--- config.mk ---
export PLATFORM = sky130hd
export DESIGN_NAME = bcd_display_scanner
export DESIGN_NICKNAME = d
export VERILOG_FILES = /design/src/rtl/display_pkg.sv /design/src/rtl/scan_timer.sv /design/src/rtl/bcd_display_scanner.sv
export SDC_FILE = /design/constraint.sdc
export NUM_CORES = 1
export LEC_CHECK = 0
export CAP_MARGIN = 20
export CELL_PAD_IN_SITES_DETAIL_PLACEMENT = 0
export CELL_PAD_IN_SITES_GLOBAL_PLACEMENT = 1
export CORE_ASPECT_RATIO = 0.8
export CORE_MARGIN = 2
export CORE_UTILIZATION = 41
export CTS_BUF_LIST = sky130_fd_sc_hd__clkbuf_8 sky130_fd_sc_hd__clkbuf_16
export CTS_CLUSTER_SIZE = 20
export DETAILED_ROUTE_END_ITERATION = 8
export PLACE_DENSITY_LB_ADDON = 0.1
export RECOVER_POWER = 50
export SLEW_MARGIN = 30
export SYNTH_ARGS = -nofsm -noshare
export SYNTH_HDL_FRONTEND = slang
export SYNTH_SLANG_ARGS = --single-unit
--- constraint.sdc ---
create_clock -name clk -period 2.45 [get_ports clk]
set_input_delay 0.49 -clock clk [delete_from_list [all_inputs] [get_ports clk]]
set_output_delay 0.49 -clock clk [all_outputs]
set_load 0.03 [all_outputs]
--- src/rtl/display_pkg.sv ---
// Shared BCD display definitions: digit width, legal range, one-hot select and digit slicing helpers.
package display_pkg;

  localparam int unsigned BCD_W      = 4;
  localparam int unsigned BCD_MAX    = 9;
  localparam int unsigned MAX_DIGITS = 8;

  typedef logic [BCD_W-1:0]              bcd_t;
  typedef logic [$clog2(MAX_DIGITS)-1:0] dig_idx_t;
  typedef logic [MAX_DIGITS-1:0]         sel_t;
  typedef logic [MAX_DIGITS*BCD_W-1:0]   packed_t;

  function automatic sel_t onehot(input dig_idx_t k);
    sel_t s;
    s    = '0;
    s[k] = 1'b1;
    return s;
  endfunction

  function automatic bcd_t digit_slice(input packed_t v, input dig_idx_t k);
    return v[32'(k)*BCD_W +: BCD_W];
  endfunction

endpackage

--- src/rtl/scan_timer.sv ---
// Dwell counter and digit index for the display scanner; flags the last cycle of a dwell,
// the last digit of a frame, and whether the upcoming cycle falls in the blanking window.
module scan_timer
  import display_pkg::*;
#(
  parameter int unsigned NUM_DIGITS   = 4,
  parameter int unsigned PRESCALE     = 1000,
  parameter int unsigned BLANK_CYCLES = 50,
  parameter int unsigned CNT_W        = $clog2(PRESCALE)
) (
  input  logic             clk,
  input  logic             rst_n,
  output logic [CNT_W-1:0] cnt_o,
  output dig_idx_t         idx_o,
  output logic             dwell_last_o,
  output logic             frame_last_o,
  output logic             in_blank_o
);

  logic [CNT_W-1:0] cnt_q, cnt_d;
  dig_idx_t         idx_q, idx_d;

  always_comb begin
    dwell_last_o = (cnt_q == CNT_W'(PRESCALE - 1));
    frame_last_o = (idx_q == dig_idx_t'(NUM_DIGITS - 1));
    cnt_d        = dwell_last_o ? '0 : cnt_q + 1'b1;
    idx_d        = idx_q;
    if (dwell_last_o) begin
      idx_d = frame_last_o ? '0 : idx_q + 1'b1;
    end
    // Looks one cycle ahead so the consumer's phase register lines up with cnt_q.
    in_blank_o = (32'(cnt_d) < BLANK_CYCLES);
  end

  always_ff @(posedge clk) begin
    if (!rst_n) begin
      cnt_q <= '0;
      idx_q <= '0;
    end else begin
      cnt_q <= cnt_d;
      idx_q <= idx_d;
    end
  end

  assign cnt_o = cnt_q;
  assign idx_o = idx_q;

endmodule

--- src/rtl/bcd_display_scanner.sv ---
// Multiplexes a packed BCD value onto one shared 7-segment decoder with frame-aligned updates.
// Optional leading-zero suppression is enabled by defining BCD_SCAN_LZ_BLANK_EN.
module bcd_display_scanner
  import display_pkg::*;
#(
  parameter int unsigned NUM_DIGITS   = 4,
  parameter int unsigned PRESCALE     = 1000,
  parameter int unsigned BLANK_CYCLES = 50
) (
  input  logic                    clk,
  input  logic                    rst_n,
  input  logic                    in_valid,
  input  logic [4*NUM_DIGITS-1:0] in_data,
  output logic                    in_ready,
  output logic [3:0]              bcd_out,
  output logic [NUM_DIGITS-1:0]   digit_en,
  output logic                    frame_start
);

  localparam int unsigned CNT_W  = $clog2(PRESCALE);
  localparam int unsigned DATA_W = NUM_DIGITS * BCD_W;

  typedef enum logic {ST_BLANK, ST_SHOW} phase_e;

  logic [CNT_W-1:0]      cnt;
  dig_idx_t              idx;
  logic                  dwell_last, frame_last, in_blank;

  logic [DATA_W-1:0]     disp_q, pend_q;
  logic                  pending_q;
  phase_e                state_q;
  bcd_t                  bcd_q;
  logic [NUM_DIGITS-1:0] en_q, en_d;
  logic                  fs_q, fs_d;

  packed_t               disp_ext;
  bcd_t                  cur_digit;
  sel_t                  sel;
  logic                  legal, lz_blank, fire, boundary;

  scan_timer #(
    .NUM_DIGITS  (NUM_DIGITS),
    .PRESCALE    (PRESCALE),
    .BLANK_CYCLES(BLANK_CYCLES),
    .CNT_W       (CNT_W)
  ) u_timer (
    .clk         (clk),
    .rst_n       (rst_n),
    .cnt_o       (cnt),
    .idx_o       (idx),
    .dwell_last_o(dwell_last),
    .frame_last_o(frame_last),
    .in_blank_o  (in_blank)
  );

  assign in_ready = rst_n & ~pending_q;
  assign fire     = in_valid & in_ready;
  assign boundary = dwell_last & frame_last;

  always_comb begin
    disp_ext             = '0;
    disp_ext[DATA_W-1:0] = disp_q;
    cur_digit            = digit_slice(disp_ext, idx);
    sel                  = onehot(idx);
    legal                = (cur_digit <= bcd_t'(BCD_MAX));
    lz_blank             = 1'b0;
`ifdef BCD_SCAN_LZ_BLANK_EN
    lz_blank = (idx != '0) && ((disp_ext >> (32'(idx) * BCD_W)) == '0);
`endif
    en_d = '0;
    if (state_q == ST_SHOW && legal && !lz_blank) begin
      en_d = NUM_DIGITS'(sel);
    end
    fs_d = (cnt == '0) && (idx == '0);
  end

  always_ff @(posedge clk) begin
    if (!rst_n) begin
      disp_q    <= '0;
      pend_q    <= '0;
      pending_q <= 1'b0;
      state_q   <= (BLANK_CYCLES > 0) ? ST_BLANK : ST_SHOW;
      bcd_q     <= '0;
      en_q      <= '0;
      fs_q      <= 1'b0;
    end else begin
      state_q <= in_blank ? ST_BLANK : ST_SHOW;
      bcd_q   <= cur_digit;
      en_q    <= en_d;
      fs_q    <= fs_d;
      // A handshake needs pending clear, so it can never coincide with a boundary load.
      if (fire) begin
        pend_q    <= in_data;
        pending_q <= 1'b1;
      end else if (boundary && pending_q) begin
        disp_q    <= pend_q;
        pending_q <= 1'b0;
      end
    end
  end

  assign bcd_out     = bcd_q;
  assign digit_en    = en_q;
  assign frame_start = fs_q;

endmodule
==> summary.txt <==
Global routing
  • Largest net degree at the start of global routing: 33
  • First-pass GRT wire length: 7.87 mm
  • Initial antenna violation count: 0
  • Vias in the first global route: between 1500 and 2000
  • Gr usage total: 0.160
  • GRT overflow: 0

Timing
  • Count of final hold-check violations: 0
  • Worst-margin pin slew: roughly 560 ps
  • Crit share post-route: 0.818
  • Rel. slew slack: 0.629
  • Unrepaired setup endpoints after global routing: false
  • FMAX: 0.499 GHz
  • Worst Skew: slightly below 4 ps
  • Slew Viols, Final: 0
  • Setup violations, final: 0
  • Min Tclk post-route: ~2000 ps
  • Setup TNS: 0 ps

Clock tree
  • Clk sink count: 56
  • Setup bufs post-CTS: 0
  • Post-CTS sizing: 0
  • CTS Buf Count: 5
  • Clock slew at reported path FFs: 90 ps
  • Root buffer selected by CTS: clkbuf_8
  • Worst skew pair latency: 300 ps
  • CTS tree: done
  • CTS Buffer Depth: 2
  • Hold buffers post-CTS: 0
  • CTS H-tree lvls: 2

Synth
  • Synth Area in XOR/XNOR: 0.0190
  • Multiplexer area fraction after synthesis: 0.118
  • Syn Inst Count: 251
  • Number of distinct library cells after synthesis: 44
  • Post-synthesis simple-gate area fraction: 0.232
  • Sequential share of the synthesized area: 0.487
  • Largest family of logic cells by synthesized area: simple AND/OR/NAND/NOR gates
  • Fraction of registers with async set/reset: 0
  • Synthesized cell area: ~2300 um^2
  • Synth Register Bits: 56
  • Syn Nets: 274
  • Ys flop type: dfxtp_1
  • EDFF count, synth: 0
  • Mean Syn Cell Area: roughly 9 um^2
  • Ys Warns: 0
  • Synth Area in Adders: 0.0218
  • Compound-gate portion of the synthesized area: 0.0729

Layout
  • Most common cell after layout, fill and taps aside: dfxtp_1
  • Layout area overhead: 19.3%
  • Final Non-Filler Cells: roughly 360
  • Share of cells above drive strength 1: 0.0681
  • Final core utilization: 0.505
  • Nets: 301
  • Highest-count cells in the layout ignoring fill and taps: dfxtp_1, nand2_1, nor2_1, clkdlybuf4s50_1, mux2i_1
  • Diodes inserted: 0
  • Fillers: 549

Floorplanning
  • Die area: 6230 um^2
  • IO Pins: 29
  • Total core area: 5440 um^2
  • Row count: 24
  • Chip height: 71.0 um
  • Die W: 87.7 um
  • Starting density of the core: 0.423

Worst hold path
  • HP Start: pend_q[13]$_SDFFE_PN0P_
  • Hold Path End: pend_q[13]$_SDFFE_PN0P_
  • Hold Path Cell Cnt: 2
  • Hold Path Class: reg -> reg

Worst setup path
  • R2r endpoint: state_q$_SDFF_PN0_
  • Register-to-Register Setup Slack: ~440 ps
  • Launch point of the worst reg-to-reg path: u_timer.cnt_o[0]$_SDFF_PP0_
  • Crit path kind: reg -> reg
  • Crit. Startpoint: u_timer.cnt_o[0]$_SDFF_PP0_
  • Critical Path Sink Type: flop
  • Critical-path maximum fanout: 6
  • Critical Path Start Type: flop
  • Worst path required time: ~2600 ps
  • Crit path arrival time: roughly 2200 ps
  • Worst reg2reg path depth: 6

Routing
  • DRC viols: 0
  • Iteration-0 DRC Markers: 78
  • Wirelength per Cell: 12.4 um
  • Final wirelength: between 4 and 5 mm
  • Post-DRT Antenna Nets: 0
  • DRT Pass-1 Iters: 4
  • Routed vias/inst: about 4.8
  • Vias: 1708

Pwr
  • Worst vdd ir: slightly above 0.0003 V
  • Power Dens Cells: between 600 and 700 nW/um^2
  • Leak: 0.00112 uW

Job
  • Max-cap violations: 0

Placed design
  • RD Place Congestion: 0.810
  • DP HPWL: 3.15 mm
  • Placed Cells incl. Taps: 349
  • IO buf count: 28

Outcome
  • Status: completed
[worst max path at each step]
stage | to | slack (ps) | cells past startpoint
floorplan | pend_q[10]$_SDFFE_PN0P_ | 510 | 7
global placement | state_q$_SDFF_PN0_ | 470 | 5
detailed placement | state_q$_SDFF_PN0_ | 470 | 5
CTS | state_q$_SDFF_PN0_ | 470 | 6
global route | state_q$_SDFF_PN0_ | 210 | 6
finish | state_q$_SDFF_PN0_ | 440 | 6
[where the power goes]
group / leakage [uW] / switching (uW) / internal (uW)
clock network: 0.0000645 / 285 / 361
logic: 0.000605 / 62.2 / 63.4
registers: 0.000456 / 24.5 / 943
[synthesized netlist by cell type (4+ instances only)]
cell type,instances,share of area
dfxtp_1,56,0.49
nand2_1,45,0.073
nor2_1,31,0.051
mux2i_1,21,0.091
o21ai_1,16,0.035
nand3_1,8,0.017
clkbuf_1,7,0.011
nor3_1,5,0.011
a21oi_1,4,0.0087
and2_1,4,0.011
ha_1,4,0.022
inv_1,4,0.0065
[flip-flops by register name, summed over array words and instances, names as in the netlist]
| register | count |
|---|---|
| disp_q | 16 |
| u_timer.idx_o | 3 |
| bcd_out | 4 |
| frame_start | 1 |
| digit_en | 4 |
| pend_q | 16 |
| pending_q | 1 |
| u_timer.cnt_o | 10 |
| state_q | 1 |
[kinds of logic (layout without fill, tap and decap cells)]
group,count (synthesis),count (layout)
multiplexers,24,24
adder cells (fa/ha/maj),4,4
AND/OR/NAND/NOR,114,114
buffers and inverters,19,47
AO/OA/AOI/OAI,29,29
XOR/XNOR,5,5
flip-flops,56,56
[worst max-delay path: stages (launching register included)]
cell     delay (ps)
dfxtp_1         420
ha_1            290
and4_1          300
nand4_1         130
nand2_1         190
o22ai_1         110
or4_1           460
[layout make-up]
class	instances	area [um^2]	share of cell area
clock buffer	7	96.3	0.0351
clock inverter	1	30.0	0.0109
inverter	5	18.8	0.00684
multi-input combinational	176	1060	0.387
sequential	56	1120	0.409
tap	78	97.6	0.0356
timing repair buffer	34	317	0.115
[routing by layer]
metal	up-vias	track usage	wire, um
li1	902	-	-
met1	768	0.238	2370
met5	-	0	0
met2	33	0.231	1840
met4	0	0.0462	45
met3	5	0.0338	161
[stage by stage]
stage | hold slack [ps] | instance area [um^2] | setup WS (ps) | power [uW]
6_report | 452 | 2740 | 445 | 1740
5_1_grt | 468 | 2740 | 212 | 1820
4_1_cts | 455 | 2750 | 465 | 1760
3_5_place_dp | 440 | 2630 | 468 | 1120
3_3_place_gp | 441 | 2630 | 472 | 1120
2_1_floorplan | 428 | 2300 | 512 | 1060
(Power assumes the default switching activity.)
